## config.mk

```make
export PLATFORM = sky130hd
export DESIGN_NAME = cpu_run_ctrl
export DESIGN_NICKNAME = d
export VERILOG_FILES = /design/src/rtl/cpu_run_ctrl.sv
export SDC_FILE = /design/constraint.sdc
export NUM_CORES = 1
export LEC_CHECK = 0
export CORE_MARGIN = 8
export CORE_UTILIZATION = 34
export DETAILED_ROUTE_END_ITERATION = 10
export PLACE_DENSITY = 0.54
export SLEW_MARGIN = 25
export SYNTH_ARGS = -nofsm -noshare
export SYNTH_HDL_FRONTEND = slang
export SYNTH_SLANG_ARGS = --single-unit
```

## constraint.sdc

```tcl
create_clock -name clk -period 5.2 [get_ports clk]
set_clock_uncertainty 0.1 [all_clocks]
set_input_delay 0.52 -clock clk [delete_from_list [all_inputs] [get_ports clk]]
set_output_delay 0.52 -clock clk [all_outputs]
set_load 0.005 [all_outputs]
```

## src/rtl/cpu_run_ctrl.sv

```systemverilog
// Run-control sequencer: generates clk_cpu from the board clock and executes
// STEP / RUN / HALT debug commands against a small breakpoint table.
module cpu_run_ctrl #(
  parameter int NBP = 4
) (
  input  logic        clk,
  input  logic        rstn,
  input  logic        cmd_valid,
  output logic        cmd_ready,
  input  logic [2:0]  cmd_op,
  input  logic [1:0]  cmd_idx,
  input  logic [31:0] cmd_data,
  input  logic [31:0] pc_chk,
  output logic        clk_cpu,
  output logic        running,
  output logic        stop_pulse,
  output logic [1:0]  stop_cause,
  output logic [1:0]  bp_idx,
  output logic        cmd_err,
  output logic [31:0] cycle_cnt
);

  typedef enum logic [1:0] {S_IDLE, S_HI, S_LO} state_t;

  localparam logic [2:0] OP_STEP  = 3'd0;
  localparam logic [2:0] OP_RUN   = 3'd1;
  localparam logic [2:0] OP_HALT  = 3'd2;
  localparam logic [2:0] OP_SETBP = 3'd3;
  localparam logic [2:0] OP_CLRBP = 3'd4;

  localparam logic [1:0] CAUSE_STEP = 2'd1;
  localparam logic [1:0] CAUSE_BP   = 2'd2;
  localparam logic [1:0] CAUSE_HALT = 2'd3;

  state_t      state_q, state_d;
  logic [31:0] remain_q, remain_d;
  logic        mode_run_q, mode_run_d;
  logic        halt_pend_q, halt_pend_d;
  logic        ready_q;
  logic        clk_cpu_q;
  logic        running_q;
  logic        stop_pulse_q, stop_pulse_d;
  logic [1:0]  stop_cause_q, stop_cause_d;
  logic [1:0]  bp_idx_q, bp_idx_d;
  logic        cmd_err_q, cmd_err_d;
  logic [31:0] cycle_cnt_q, cycle_cnt_d;
  logic [3:0]  bp_en_q, bp_en_d;
  logic [31:0] bp_addr_q [4];

  logic        accept;
  logic        busy;
  logic        idx_bad;
  logic        bp_we;
  logic        hit;
  logic [1:0]  hit_idx;
  logic        stop;
  logic [1:0]  cause;

  always_comb begin
    state_d      = state_q;
    remain_d     = remain_q;
    mode_run_d   = mode_run_q;
    halt_pend_d  = halt_pend_q;
    stop_pulse_d = 1'b0;
    stop_cause_d = stop_cause_q;
    bp_idx_d     = bp_idx_q;
    cmd_err_d    = 1'b0;
    bp_en_d      = bp_en_q;
    bp_we        = 1'b0;
    stop         = 1'b0;
    cause        = 2'd0;
    hit          = 1'b0;
    hit_idx      = 2'd0;

    accept  = cmd_valid & ready_q;
    busy    = (state_q != S_IDLE);
    idx_bad = (int'(cmd_idx) >= NBP);

    // Descending scan so the lowest matching index is the one left standing.
    for (int i = NBP - 1; i >= 0; i--) begin
      if (bp_en_q[i] && (bp_addr_q[i] == pc_chk)) begin
        hit     = 1'b1;
        hit_idx = 2'(i);
      end
    end

    case (state_q)
      S_IDLE: begin
        if (accept && cmd_op == OP_STEP) begin
          remain_d   = (cmd_data == 32'd0) ? 32'd1 : cmd_data;
          mode_run_d = 1'b0;
          state_d    = S_HI;
        end else if (accept && cmd_op == OP_RUN) begin
          mode_run_d = 1'b1;
          state_d    = S_HI;
        end
      end
      S_HI: state_d = S_LO;
      S_LO: begin
        if (halt_pend_q) begin
          stop  = 1'b1;
          cause = CAUSE_HALT;
        end else if (!mode_run_q) begin
          if (remain_q == 32'd1) begin
            stop  = 1'b1;
            cause = CAUSE_STEP;
          end else begin
            remain_d = remain_q - 32'd1;
          end
        end else if (hit) begin
          stop     = 1'b1;
          cause    = CAUSE_BP;
          bp_idx_d = hit_idx;
        end
        if (stop) begin
          state_d      = S_IDLE;
          stop_pulse_d = 1'b1;
          stop_cause_d = cause;
        end else begin
          state_d = S_HI;
        end
      end
      default: state_d = S_IDLE;
    endcase

    // Commands are judged against the pre-transition state.
    if (accept) begin
      case (cmd_op)
        OP_STEP, OP_RUN: if (busy) cmd_err_d = 1'b1;
        OP_HALT:         if (busy) halt_pend_d = 1'b1;
        OP_SETBP: begin
          if (idx_bad) cmd_err_d = 1'b1;
          else begin
            bp_we            = 1'b1;
            bp_en_d[cmd_idx] = 1'b1;
          end
        end
        OP_CLRBP: begin
          if (idx_bad) cmd_err_d = 1'b1;
          else bp_en_d[cmd_idx] = 1'b0;
        end
        default: cmd_err_d = 1'b1;
      endcase
    end

    if (state_d == S_IDLE) halt_pend_d = 1'b0;
    cycle_cnt_d = (state_d == S_HI) ? cycle_cnt_q + 32'd1 : cycle_cnt_q;
  end

  always_ff @(posedge clk or negedge rstn) begin
    if (!rstn) begin
      state_q      <= S_IDLE;
      remain_q     <= 32'd0;
      mode_run_q   <= 1'b0;
      halt_pend_q  <= 1'b0;
      ready_q      <= 1'b0;
      clk_cpu_q    <= 1'b0;
      running_q    <= 1'b0;
      stop_pulse_q <= 1'b0;
      stop_cause_q <= 2'd0;
      bp_idx_q     <= 2'd0;
      cmd_err_q    <= 1'b0;
      cycle_cnt_q  <= 32'd0;
      bp_en_q      <= 4'd0;
    end else begin
      state_q      <= state_d;
      remain_q     <= remain_d;
      mode_run_q   <= mode_run_d;
      halt_pend_q  <= halt_pend_d;
      ready_q      <= 1'b1;
      clk_cpu_q    <= (state_d == S_HI);
      running_q    <= (state_d != S_IDLE);
      stop_pulse_q <= stop_pulse_d;
      stop_cause_q <= stop_cause_d;
      bp_idx_q     <= bp_idx_d;
      cmd_err_q    <= cmd_err_d;
      cycle_cnt_q  <= cycle_cnt_d;
      bp_en_q      <= bp_en_d;
    end
  end

  // Addresses are qualified by the enable bits, so they need no reset.
  always_ff @(posedge clk) begin
    if (bp_we) bp_addr_q[cmd_idx] <= cmd_data;
  end

  assign cmd_ready  = ready_q;
  assign clk_cpu    = clk_cpu_q;
  assign running    = running_q;
  assign stop_pulse = stop_pulse_q;
  assign stop_cause = stop_cause_q;
  assign bp_idx     = bp_idx_q;
  assign cmd_err    = cmd_err_q;
  assign cycle_cnt  = cycle_cnt_q;

endmodule

```

**Word-level counts from Yosys, hierarchy flattened**

Memory sizes are Yosys's and may differ from the RTL's.
Cells that the tools add are included.
W data, S select, Z words.

- Reduce and logical (&&, ||, !) cells: 27
- $add $sub $neg: 2
- Bitwise logic cells: 5
- $lt $le $gt $ge: 2
- Muxes and demuxes: 45
- Equality and inequality tests: 16

Operator list:

| operator | count |
|---|---|
| $mux W32 | 5 |
| $eq A32 B32 Y1 | 4 |
| $pmux W32 S2 | 1 |
| $add A32 B1 Y32 const B | 1 |
| $eq A32 B1 Y1 const B | 1 |
| $logic_not A32 Y1 | 1 |
| $sub A32 B1 Y32 const B | 1 |
| $mux W1 | 26 |
| $mux W2 | 9 |
| $reduce_bool A2 Y1 | 8 |
| $ne A2 B2 Y1 const B | 4 |
| $pmux W4 S2 | 1 |
| $logic_and A1 B1 Y1 | 7 |
| $eq A3 B2 Y1 const B | 2 |
| $pmux W2 S3 | 1 |
| $reduce_and A2 Y1 | 3 |
| $reduce_and A5 Y1 | 1 |
| $and A4 B4 Y4 | 1 |
| $eq A2 B1 Y1 const B | 2 |
| $logic_not A2 Y1 | 2 |
| $not A4 Y4 | 1 |
| $or A4 B4 Y4 | 1 |
| $reduce_and A4 Y1 | 1 |
| $eq A3 B1 Y1 const B | 1 |
| 12 further kinds | 12 |

- Input bits: 72
- Flip-flop bits (word level): 81
- Output and inout bits: 41
- Memories: 1
- Word-level logic and storage cells: 111
- Bits in writable memories: 128

Memories:

| memory | depth | width | rd ports | clocked after Yosys merged registers in | wr ports | line | RTL |
|---|---|---|---|---|---|---|---|
| bp_addr_q | 4 | 32 | 4 | 0 | 1 | 48 | `logic [31:0] bp_addr_q [4];` |

**Depth between registers and ports, before layout**

Gate-level depths: netlist of the first run.
An unclocked memory read counts as a cell.

- Depth after elaboration: 16
- Depth in mapped cells: 11
- Gate-level depth less buffers: 9

**Worst setup path after synthesis of the first run**

No wires, ideal clock.

- Kind: input-to-reg
- Start: input cmd_valid
- End: memory bp_addr_q[0][0], enable pin
- Arrival time: 3.209 ns
- Slack: 1.428 ns
- Stages on the path: 4
- Library setup time: 0.463 ns
- Data required time: 4.637 ns
- Path buffers: 0
- Cell sequence: nand2_1 -> nor3b_1 -> nand2_1 -> nor3_1

- Word-level cells in the longest chain between the ends: 4

Ends and longest elaborated chain:

| element | line | RTL |
|---|---|---|
| from (decl) | 8 | `input logic cmd_valid,` |
| $and A1 B1 Y1 | 75 | `accept = cmd_valid & ready_q;` |
| $mux W1 | 127 | `if (accept) begin` |
| $mux W1 | 184 | `if (bp_we) bp_addr_q[cmd_idx] <= cmd_data;` |
| $mux W1 (not written as such) | 184 |  |
| to (decl) | 48 |  |

Every way passes these cells.

**Worst setup path in the final report of the first run**

- Start: input pc_chk[10]
- End: register cycle_cnt_q[2], in the netlist cycle_cnt[2]

- Word-level cells in the longest chain between the ends: 13
- Elaborated cells between the ends (all ways): 19
- Classes of those cells: 5 x eq/ne; 10 x mux; 4 x reduce/logical

Ends and longest elaborated chain:

| element | line | RTL |
|---|---|---|
| from (decl) | 13 | `input logic [31:0] pc_chk,` |
| $eq A32 B32 Y1 | 81 | `if (bp_en_q[i] && (bp_addr_q[i] == pc_chk)) begin` |
| $logic_and A1 B1 Y1 | 81 |  |
| $mux W1 (3 in series) | 81 |  |
| $mux W1 * | 81 |  |
| $mux W1 * | 110 | `end else if (hit) begin` |
| $mux W1 * | 103 | `end else if (!mode_run_q) begin` |
| $mux W1 * | 100 | `if (halt_pend_q) begin` |
| $mux W1 * | 87 | `case (state_q)` |
| $mux W1 * | 115 | `if (stop) begin` |
| $pmux W2 S3 * | 87 |  |
| $eq A2 B1 Y1 * | 147 | `cycle_cnt_d = (state_d == S_HI) ? cycle_cnt_q + 32'd1 : cycle_cnt_q;` |
| to (signal assigned) | 177 | `cycle_cnt_q <= cycle_cnt_d;` |
| to (decl) | 46 | `logic [31:0] cycle_cnt_q, cycle_cnt_d;` |

Every way passes the cells marked *; elsewhere a longest branch is shown, timed or not. The select of a mux whose other input is x is not followed.
A chain may end at the register's enable or synchronous reset.

==> flow_summary.yaml, run 1 <==
clocking:
  tritoncts: "built"
  clockBufferDepth: 3
  clkTransAtPathRegs_ps: 60
  clk_root_buffer_cell: "clkbuf_16"
  post_cts_buffers: 0
  htreeDepth: 1
  numCtsBuffers: 23
  clock_sinks: 209
  clkLatencyLatePin_ps: 520
yosys:
  synth_cell_types: 61
  syn_inst: 865
  synth_seq_cells: 209
  synth-main-ff-cell: "edfxtp_1"
  syn-cell-area_um2: 10000
  synth_edf_count: 128
  synth_warnings: 0
  synthesis.area_per_instance_um2: 11.6
  synth_seq_area_share: 0.586
  async_reset_ff_frac: 0.388
  syn-num-nets: 940
pwr:
  p_leak_nw: 4.50
  p_per_area_nw_per_um2: 386
  netSwitchingFraction: 0.293
  pwr-share-seq: 0.437
  pwr-share-comb: 0.195
  p_int_mw: 3.41
  power_mw: 4.82
  switchingPower_mw: 1.41
  vdd_drop_max_mv: 0.214
  clockPowerShare: 0.367
finish:
  nets: 1059
  final_cell_area_um2: 12500
  regArea_um2: 5870
  layout-drive-gt1-share: 0.0649
  antenna-diode-count: 0
  multi_input_area_um2: 3960
  fill_cells: 2784
  area_growth_pct: 24.5
sta:
  setup_tns_ps: 0
  setup_viol: 0
  fin_crit_ps: 3710
  relSlewSlack: 0.363
  slew_violations: 0
  timing.fmax_mhz: 270
  grt_setup_unrepaired: "no"
  hold_viol_final: 0
  finalCritPeriodShare: 0.713
  tightestPinTransition_ps: 956
outcome:
  status: "finished, final reports clean"
global_route:
  grt_max_degree: 65
  grt_use_total: 0.169
  overflow: 0
  antenna_found_initial: 0
  grt_pass1_wl_um: 45900
  grt_pass1_vias: 7244
setup_path:
  crit_path_end_kind: "flip-flop"
  worstPathRequired_ps: 5490
  path_max_fanout: 11
  startpoint_type: "primary input"
  critical_path_class: "primary input to flip-flop"
  worstPathArrival_ps: 4000
detailed_routing:
  dr_wl_met3_um: 1290
  m1WireLength_um: 13600
  viasPerCell: 5.18
  dr_wl_met2_um: 14900
  drcViolationCount: 0
  drt-total-wl_um: 30500
  drtPass1Iterations: 5
  drtIter0Drc: 500
  top_layer: "met4"
  wl_per_cell_um: 21.9
  vias: 7203
  ant_nets: 0
placement:
  gp_congestion: 0.948
  dp_hpwl_um: 23100
  port_buffers: 112
  post_dp_cell_area_um2: 11600
floorplan:
  io_pins: 113
  coreArea_um2: 29300
  rows: 63
  die_h_um: 188
  dieArea_um2: 35200
  start_util: 0.342
  die_width_um: 188
flow_run:
  maxCapViolations: 0
hold_path:
  min_path_type: "primary input to asynchronous set/reset pin"
==> metal layers <==
layer,up-vias,track usage
li1,3441,-
met1,3557,0.225
met2,164,0.287
met3,41,0.0204
met4,0,0.0467
met5,-,0
==> layout make-up <==
| class | count | share of cell area |
|---|---|---|
| Timing Repair Buffer | 123 | 0.102 |
| Inverter | 19 | 0.00571 |
| Clock buffer | 26 | 0.0470 |
| Sequential cell | 209 | 0.470 |
| Multi-Input combinational cell | 608 | 0.317 |
| Clock inverter | 16 | 0.0184 |
| Tap cell | 390 | 0.0391 |
==> power by group through the flow <==
| stage | Sequential, mW | Clock (mW) | Combinational (mW) |
|---|---|---|---|
| after floorplan | 2.09 | 0 | 0.654 |
| after global placement | 2.13 | 0 | 0.924 |
| after detailed placement | 2.13 | 0 | 0.946 |
| after CTS | 2.11 | 1.81 | 0.950 |
| after global routing | 2.14 | 1.88 | 1.06 |
| final | 2.11 | 1.77 | 0.942 |
==> per-stage QoR <==
step	util	instances	hold WS, ps	setup WS, ps
final	0.426	1391	325	1490
after detailed placement	0.397	1348	308	977
after floorplan	-	865	124	1430
after global routing	0.426	1391	325	1350
after CTS	0.425	1391	315	1490
after global placement	0.394	1344	313	955
==> cell families (layout without fill, tap and decap cells) <==
logic type,after synthesis,count (layout),share of synthesized area
fa+ha+maj,3,3,0.00375
flops,209,209,0.586
other cells,1,1,0.000374
compound gates,134,134,0.0789
mux,2,2,0.00250
xor+xnor,159,159,0.139
simple gates,309,309,0.167
buf+inv,48,184,0.0232
==> state kept, by name (all words and copies together) (netlist names), named ones only <==
name	cells
bp_addr_q	128
cycle_cnt	32
remain_q	32
bp_idx	2
state_q	2
stop_cause	2
clk_cpu	1
cmd_err	1
cmd_ready	1
halt_pend_q	1
mode_run_q	1
running	1
stop_pulse	1
==> worst paths after layout <==
kind                                           start                   endpoint  slack (ps)  cells past startpoint
setup / recovery                          pc_chk[10]   cycle_cnt[2]$_DFFE_PN0P_        1490                     10
hold / removal                                  rstn  cycle_cnt[22]$_DFFE_PN0P_         320                      2
setup reg to reg             remain_q[8]$_DFFE_PN0P_    remain_q[0]$_DFFE_PN0P_        1590                      8
hold reg to reg            cycle_cnt[31]$_DFFE_PN0P_  cycle_cnt[31]$_DFFE_PN0P_         370                      1
max in group asynchronous                       rstn   remain_q[28]$_DFFE_PN0P_        3550                      3
min in group clk           cycle_cnt[31]$_DFFE_PN0P_  cycle_cnt[31]$_DFFE_PN0P_         370                      1
==> synth_stat cells, types with 2 or more instances <==
| cell | n | share of area |
|---|---|---|
| buf_6 | 3 | 0.0034 |
| nand2b_1 | 11 | 0.0069 |
| a2bb2oi_1 | 2 | 0.0017 |
| nand4b_1 | 5 | 0.0044 |
| nor3_1 | 38 | 0.019 |
| xor2_1 | 129 | 0.11 |
| a32oi_1 | 3 | 0.0026 |
| or2_2 | 3 | 0.0019 |
| nor2_1 | 43 | 0.016 |
| and2_1 | 2 | 0.0012 |
| o22ai_1 | 4 | 0.0025 |
| nand4_1 | 13 | 0.0081 |
| or4_1 | 8 | 0.0060 |
| inv_1 | 18 | 0.0067 |
| o21ai_0 | 54 | 0.027 |
| nand3_1 | 26 | 0.013 |
| nor4b_1 | 3 | 0.0026 |
| edfxtp_1 | 128 | 0.38 |
| o31a_1 | 3 | 0.0026 |
| o22a_1 | 2 | 0.0017 |
| a21oi_1 | 41 | 0.020 |
| nand2_1 | 56 | 0.021 |
| ha_1 | 3 | 0.0037 |
| clkbuf_1 | 15 | 0.0056 |
| nor4_1 | 64 | 0.040 |
| a22oi_1 | 7 | 0.0052 |
| xnor2_1 | 30 | 0.026 |
| nor2b_1 | 4 | 0.0025 |
| or3_1 | 10 | 0.0062 |
| and3_1 | 14 | 0.0087 |
| dfrtp_1 | 81 | 0.20 |
| o211ai_1 | 3 | 0.0022 |
| buf_2 | 8 | 0.0040 |
| o31ai_1 | 2 | 0.0015 |
| o32ai_1 | 3 | 0.0026 |
==> worst max-delay path: stages <==
cell and delay, ps:
clkdlybuf4s50_1 600, xor2_1 160, or4_1 520, or4b_1 560
nor4_2 420, nor4_1 200, o21ai_2 460, inv_2 210
and2_1 220, xor2_1 130
==> cell usage in the layout, fill, tap and decap left out, drive strengths merged, types with 10 or more instances in the layout <==
cell and count:
xor2 129, edfxtp 128, clkdlybuf4s50 111, dfrtp 81, nor4 65, nand2 56
o21ai 56, nor2 44, a21oi 41, nor3 39, xnor2 30, nand3 26
clkbuf 26, inv 20, and3 14, nand4 13, nand2b 11, buf 11
or3 10
==> repair_timing <==
action / in CTS / in global routing
hold buffers: 1 / 0
endpoints found under the hold margin: 17 / 0
gates resized for setup: 0 / 0
Power figures use the tool's default switching activity.
==> run 2: changes to the inputs <==
--- a/config.mk
+++ b/config.mk
@@ -8,7 +8,7 @@
 export CORE_MARGIN = 8
 export CORE_UTILIZATION = 34
 export DETAILED_ROUTE_END_ITERATION = 10
-export PLACE_DENSITY = 0.54
+export PLACE_DENSITY = 0.56
 export SLEW_MARGIN = 25
 export SYNTH_ARGS = -nofsm -noshare
 export SYNTH_HDL_FRONTEND = slang
==> constraint.sdc (replaced) <==
create_clock -name clk -period 3.4 [get_ports clk]
set_clock_uncertainty 0.1 [all_clocks]
set_input_delay 0.34 -clock clk [delete_from_list [all_inputs] [get_ports clk]]
set_output_delay 0.34 -clock clk [all_outputs]
set_load 0.005 [all_outputs]
==> flow_summary.yaml, run 2 (synthesis gave the netlist of run 1 again) <==
finish:
  fin_cells: 1422
  fin_util: 0.430
  final_cell_mix: "xor2_1, edfxtp_1, clkdlybuf4s50_1"
  nets: 1091
  final_cell_area_um2: 12600
  area_growth_pct: 25.7
  fill_cells: 2791
  antenna-diode-count: 0
  final_common_cell: "xor2_1"
  layout-drive-gt1-share: 0.0930
  largest-register: "bp_addr_q"
  largest_reg_flops: 128
sta:
  finalCritPeriodShare: 0.950
  setup_tns_ps: 0
  fin_crit_ps: 3230
  setup_viol: 0
  grt_setup_unrepaired: "no"
  relSlewSlack: 0.488
  slew_violations: 0
  tightestPinTransition_ps: 767
  timing.fmax_mhz: 310
  hold_viol_final: 0
pwr:
  pwr-share-comb: 0.215
  pwr-share-seq: 0.448
  netSwitchingFraction: 0.301
  vdd_drop_max_mv: 0.356
  power_mw: 7.17
  switchingPower_mw: 2.16
  p_int_mw: 5.01
  p_leak_nw: 4.61
  clockPowerShare: 0.337
  p_per_area_nw_per_um2: 569
clocking:
  clock_sinks: 209
  htreeDepth: 1
  clkLatencyLatePin_ps: 520
  clkTransAtPathRegs_ps: 60
  tritoncts: "built"
  clk_root_buffer_cell: "clkbuf_16"
  numCtsBuffers: 24
  post_cts_buffers: 0
  clockBufferDepth: 3
setup_path:
  worstPathArrival_ps: 3520
  critical_path_class: "flip-flop to flip-flop"
  reg2reg_slack_ps: 170
  worst-r2r-cell-count: 9
  worstPathRequired_ps: 3690
  startpoint_type: "flip-flop"
  crit_path_end_kind: "flip-flop"
  path_max_fanout: 9
  r2r_start: "bp_addr_q[1][10]$_DFFE_PP_"
  r2r-end: "cycle_cnt[2]$_DFFE_PN0P_"
global_route:
  antenna_found_initial: 0
  grt_pass1_vias: 7208
  grt_pass1_wl_um: 45100
  overflow: 0
  grt_use_total: 0.166
  grt_max_degree: 58
detailed_routing:
  drcViolationCount: 0
  viasPerCell: 5.18
  drtIter0Drc: 558
  vias: 7359
  ant_nets: 0
  wl_per_cell_um: 21.0
  drtPass1Iterations: 5
  drt-total-wl_um: 29800
placement:
  post_dp_cell_area_um2: 11900
  port_buffers: 112
  place_inst: 1379
  dp_hpwl_um: 22300
  gp_congestion: 0.918
floorplan:
  rows: 63
  die_width_um: 188
  start_util: 0.342
  io_pins: 113
  dieArea_um2: 35200
  coreArea_um2: 29300
  die_h_um: 188
flow_run:
  maxCapViolations: 0
hold_path:
  min_path_type: "primary input to asynchronous set/reset pin"
outcome:
  status: "finished, final reports clean"
==> run 2: what timing repair did <==
item / in CTS / in global routing
resized for setup: 0 / 1
endpoints found under the setup margin: 0 / 1
hold endpoints to repair: 52 / 0
hold buffers: 1 / 0
==> run 2: layer usage <==
| layer | share of wire | track usage | vias to the layer above |
|---|---|---|---|
| li1 | - | - | 3497 |
| met1 | 0.44 | 0.219 | 3587 |
| met2 | 0.47 | 0.272 | 215 |
| met3 | 0.048 | 0.0241 | 60 |
| met4 | 0.035 | 0.0642 | 0 |
| met5 | 0 | 0 | - |
==> run 2: critical path: stages, from the launching register on <==
cell and delay [ps]:
edfxtp_1 380, xor2_1 240, or4_1 580, or4b_1 550
nor4_2 360, nor4_1 170, o21ai_2 260, inv_2 140
and2_1 190, xor2_1 130
==> run 2: worst max path at each step <==
stage / from / endpoint / depth (start not counted)
after floorplan: pc_chk[19] / cycle_cnt[10]$_DFFE_PN0P_ / 11
after global placement: pc_chk[10] / cycle_cnt[2]$_DFFE_PN0P_ / 10
after detailed placement: pc_chk[10] / cycle_cnt[2]$_DFFE_PN0P_ / 10
after CTS: bp_addr_q[1][10]$_DFFE_PP_ / cycle_cnt[2]$_DFFE_PN0P_ / 9
after global routing: bp_addr_q[1][10]$_DFFE_PP_ / cycle_cnt[2]$_DFFE_PN0P_ / 9
final: bp_addr_q[1][10]$_DFFE_PP_ / cycle_cnt[2]$_DFFE_PN0P_ / 9
==> run 2: per-stage QoR <==
stage          setup WS (ps)  hold slack (ps)
2_1_floorplan            542            -55.6
3_3_place_gp            -234              351
3_5_place_dp            -253              350
4_1_cts                  119              344
5_1_grt                 12.3              394
6_report                 170              313
==> run 2: power groups by stage <==
stage / registers, mW / clock network (mW) / logic, mW
2_1_floorplan: 3.19 / 0 / 1.00
3_3_place_gp: 3.25 / 0 / 1.51
3_5_place_dp: 3.25 / 0 / 1.54
4_1_cts: 3.21 / 2.47 / 1.55
5_1_grt: 3.26 / 2.57 / 1.72
6_report: 3.21 / 2.41 / 1.54
==> run 2: area by class of cell <==
cell class	instances	area [um2]	share of cell area
timing repair buffer	154	1490	0.118
clock inverter	13	88.8	0.00705
multi-input combinational	608	3950	0.314
sequential	209	5870	0.466
clock buffer	29	641	0.0508
inverter	19	71.3	0.00566
tap	390	488	0.0387
==> run 3: changes to the inputs <==
--- a/config.mk
+++ b/config.mk
@@ -7,6 +7,7 @@
 export LEC_CHECK = 0
 export CORE_MARGIN = 8
 export CORE_UTILIZATION = 34
+export CTS_BUF_LIST = sky130_fd_sc_hd__clkbuf_8 sky130_fd_sc_hd__clkbuf_16
 export DETAILED_ROUTE_END_ITERATION = 10
 export PLACE_DENSITY = 0.56
 export SLEW_MARGIN = 25
==> flow_summary.yaml, run 3 (synthesis gave the netlist of run 1 again) <==
pwr:
  p_leak_nw: 4.63
  vdd_drop_max_mv: 0.356
  p_per_area_nw_per_um2: 568
placement:
  post_dp_cell_area_um2: 11900
  dp_hpwl_um: 22300
  gp_congestion: 0.918
  port_buffers: 112
  pre_cts_slack_ps: -253
finish:
  final_common_cell: "xor2_1"
  largest_reg_flops: 128
  antenna-diode-count: 0
  final_cell_mix: "xor2_1, edfxtp_1, clkdlybuf4s50_1"
  area_growth_pct: 25.7
  fin_util: 0.430
  final_cell_area_um2: 12600
  layout-drive-gt1-share: 0.0930
  nets: 1091
  largest-register: "bp_addr_q"
sta:
  hold_viol_final: 0
  grt_setup_unrepaired: "no"
  setup_viol: 0
  tightestPinTransition_ps: 774
  relSlewSlack: 0.484
  finalWorstSetupSlack_ps: 170
  hold_slack_ps: 315
  slew_violations: 0
  finalCritPeriodShare: 0.950
  fin_crit_ps: 3230
  timing.fmax_mhz: 310
setup_path:
  crit_start: "bp_addr_q[1][10]$_DFFE_PP_"
  critical_path_class: "flip-flop to flip-flop"
  path_max_fanout: 9
  worst-path-buf-inv: 1
  r2r_start: "bp_addr_q[1][10]$_DFFE_PP_"
  cp_common_cell: "xor2_1"
  r2r-end: "cycle_cnt[2]$_DFFE_PN0P_"
  cp_slowest_stage_delay_ps: 580
  worstPathRequired_ps: 3690
  critical_path.cell_chain: "xor2_1, or4_1, or4b_1, nor4_2, nor4_1, o21ai_2, inv_2, and2_1, xor2_1"
  worstPathArrival_ps: 3520
  cpMaxStageDelayCell: "or4_1"
  crit_path_end_kind: "flip-flop"
  worst-r2r-cell-count: 9
  startpoint_type: "flip-flop"
  cp_top_family: "simple AND/OR/NAND/NOR gates"
  reg2reg_slack_ps: 170
clocking:
  clkTransAtPathRegs_ps: 60
  clockBufferDepth: 3
  numCtsBuffers: 24
  clkLatencyLatePin_ps: 520
  htreeDepth: 1
  post_cts_buffers: 0
  clock_sinks: 209
  tritoncts: "built"
  clk_root_buffer_cell: "clkbuf_16"
global_route:
  grt_pass1_wl_um: 45100
  grt_use_total: 0.166
  grt_pass1_vias: 7213
  antenna_found_initial: 0
  overflow: 0
  grt_max_degree: 58
hold_path:
  min_path_type: "primary input to asynchronous set/reset pin"
detailed_routing:
  drtIter0Drc: 573
  ant_nets: 0
  vias: 7314
  viasPerCell: 5.14
  wl_per_cell_um: 20.9
  drtPass1Iterations: 5
  drcViolationCount: 0
  drt-total-wl_um: 29800
floorplan:
  io_pins: 113
  die_width_um: 188
  rows: 63
  coreArea_um2: 29300
  start_util: 0.342
  die_h_um: 188
  dieArea_um2: 35200
flow_run:
  maxCapViolations: 0
outcome:
  status: "finished, final reports clean"
==> run 3: how the worst max path moves through the flow <==
stage | end | slack [ps] | cells after the start
floorplan | cycle_cnt[10]$_DFFE_PN0P_ | 540 | 11
global placement | cycle_cnt[2]$_DFFE_PN0P_ | -230 | 10
global route | cycle_cnt[2]$_DFFE_PN0P_ | 10 | 9
detailed placement | cycle_cnt[2]$_DFFE_PN0P_ | -250 | 10
CTS | cycle_cnt[2]$_DFFE_PN0P_ | 120 | 9
finish | cycle_cnt[2]$_DFFE_PN0P_ | 170 | 9
==> run 3: timing repair <==
| item | CTS | global route |
|---|---|---|
| hold endpoints to repair | 52 | 0 |
| setup endpoints to repair | 0 | 1 |
| hold buffers | 1 | 0 |
| gates resized for setup | 0 | 1 |
==> run 3: cell type report <==
| cell class | instances | area [um2] |
|---|---|---|
| Sequential cell | 209 | 5870 |
| Timing Repair Buffer | 154 | 1490 |
| Clock buffer | 25 | 626 |
| Fill cell | 2791 | 16700 |
| Multi-Input combinational cell | 608 | 3950 |
| Tap cell | 390 | 488 |
| Clock inverter | 17 | 104 |
| Inverter | 19 | 71.3 |
==> run 3: metal layers <==
layer,global-route usage,up-vias,share of wire
met2,0.272,204,0.48
met4,0.0642,0,0.033
li1,-,3497,-
met3,0.0241,57,0.049
met1,0.219,3556,0.44
met5,0,-,0
==> run 3: through the flow <==
stage               setup TNS, ps  power, mW  instances
CTS                             0       7.22       1422
floorplan                       0       4.19        865
finish                          0       7.16       1422
detailed placement          -5330       4.80       1379
global route                    0       7.53       1422
global placement            -5060       4.76       1379
==> run 3: power by group <==
group | internal, mW | switching (mW) | leakage, nW
registers | 2.96 | 0.256 | 2.17
clock network | 1.40 | 1.01 | 0.380
logic | 0.641 | 0.897 | 2.07
total | 4.99 | 2.16 | 4.63
==> run 3: worst reg2reg max path, delay by kind of cell, from the launching register on <==
family                 cells  cell delay, ps
XOR/XNOR                   2             360
AND/OR/NAND/NOR            5            1850
flip-flops                 1             380
AO/OA/AOI/OAI              1             260
buffers and inverters      1             140
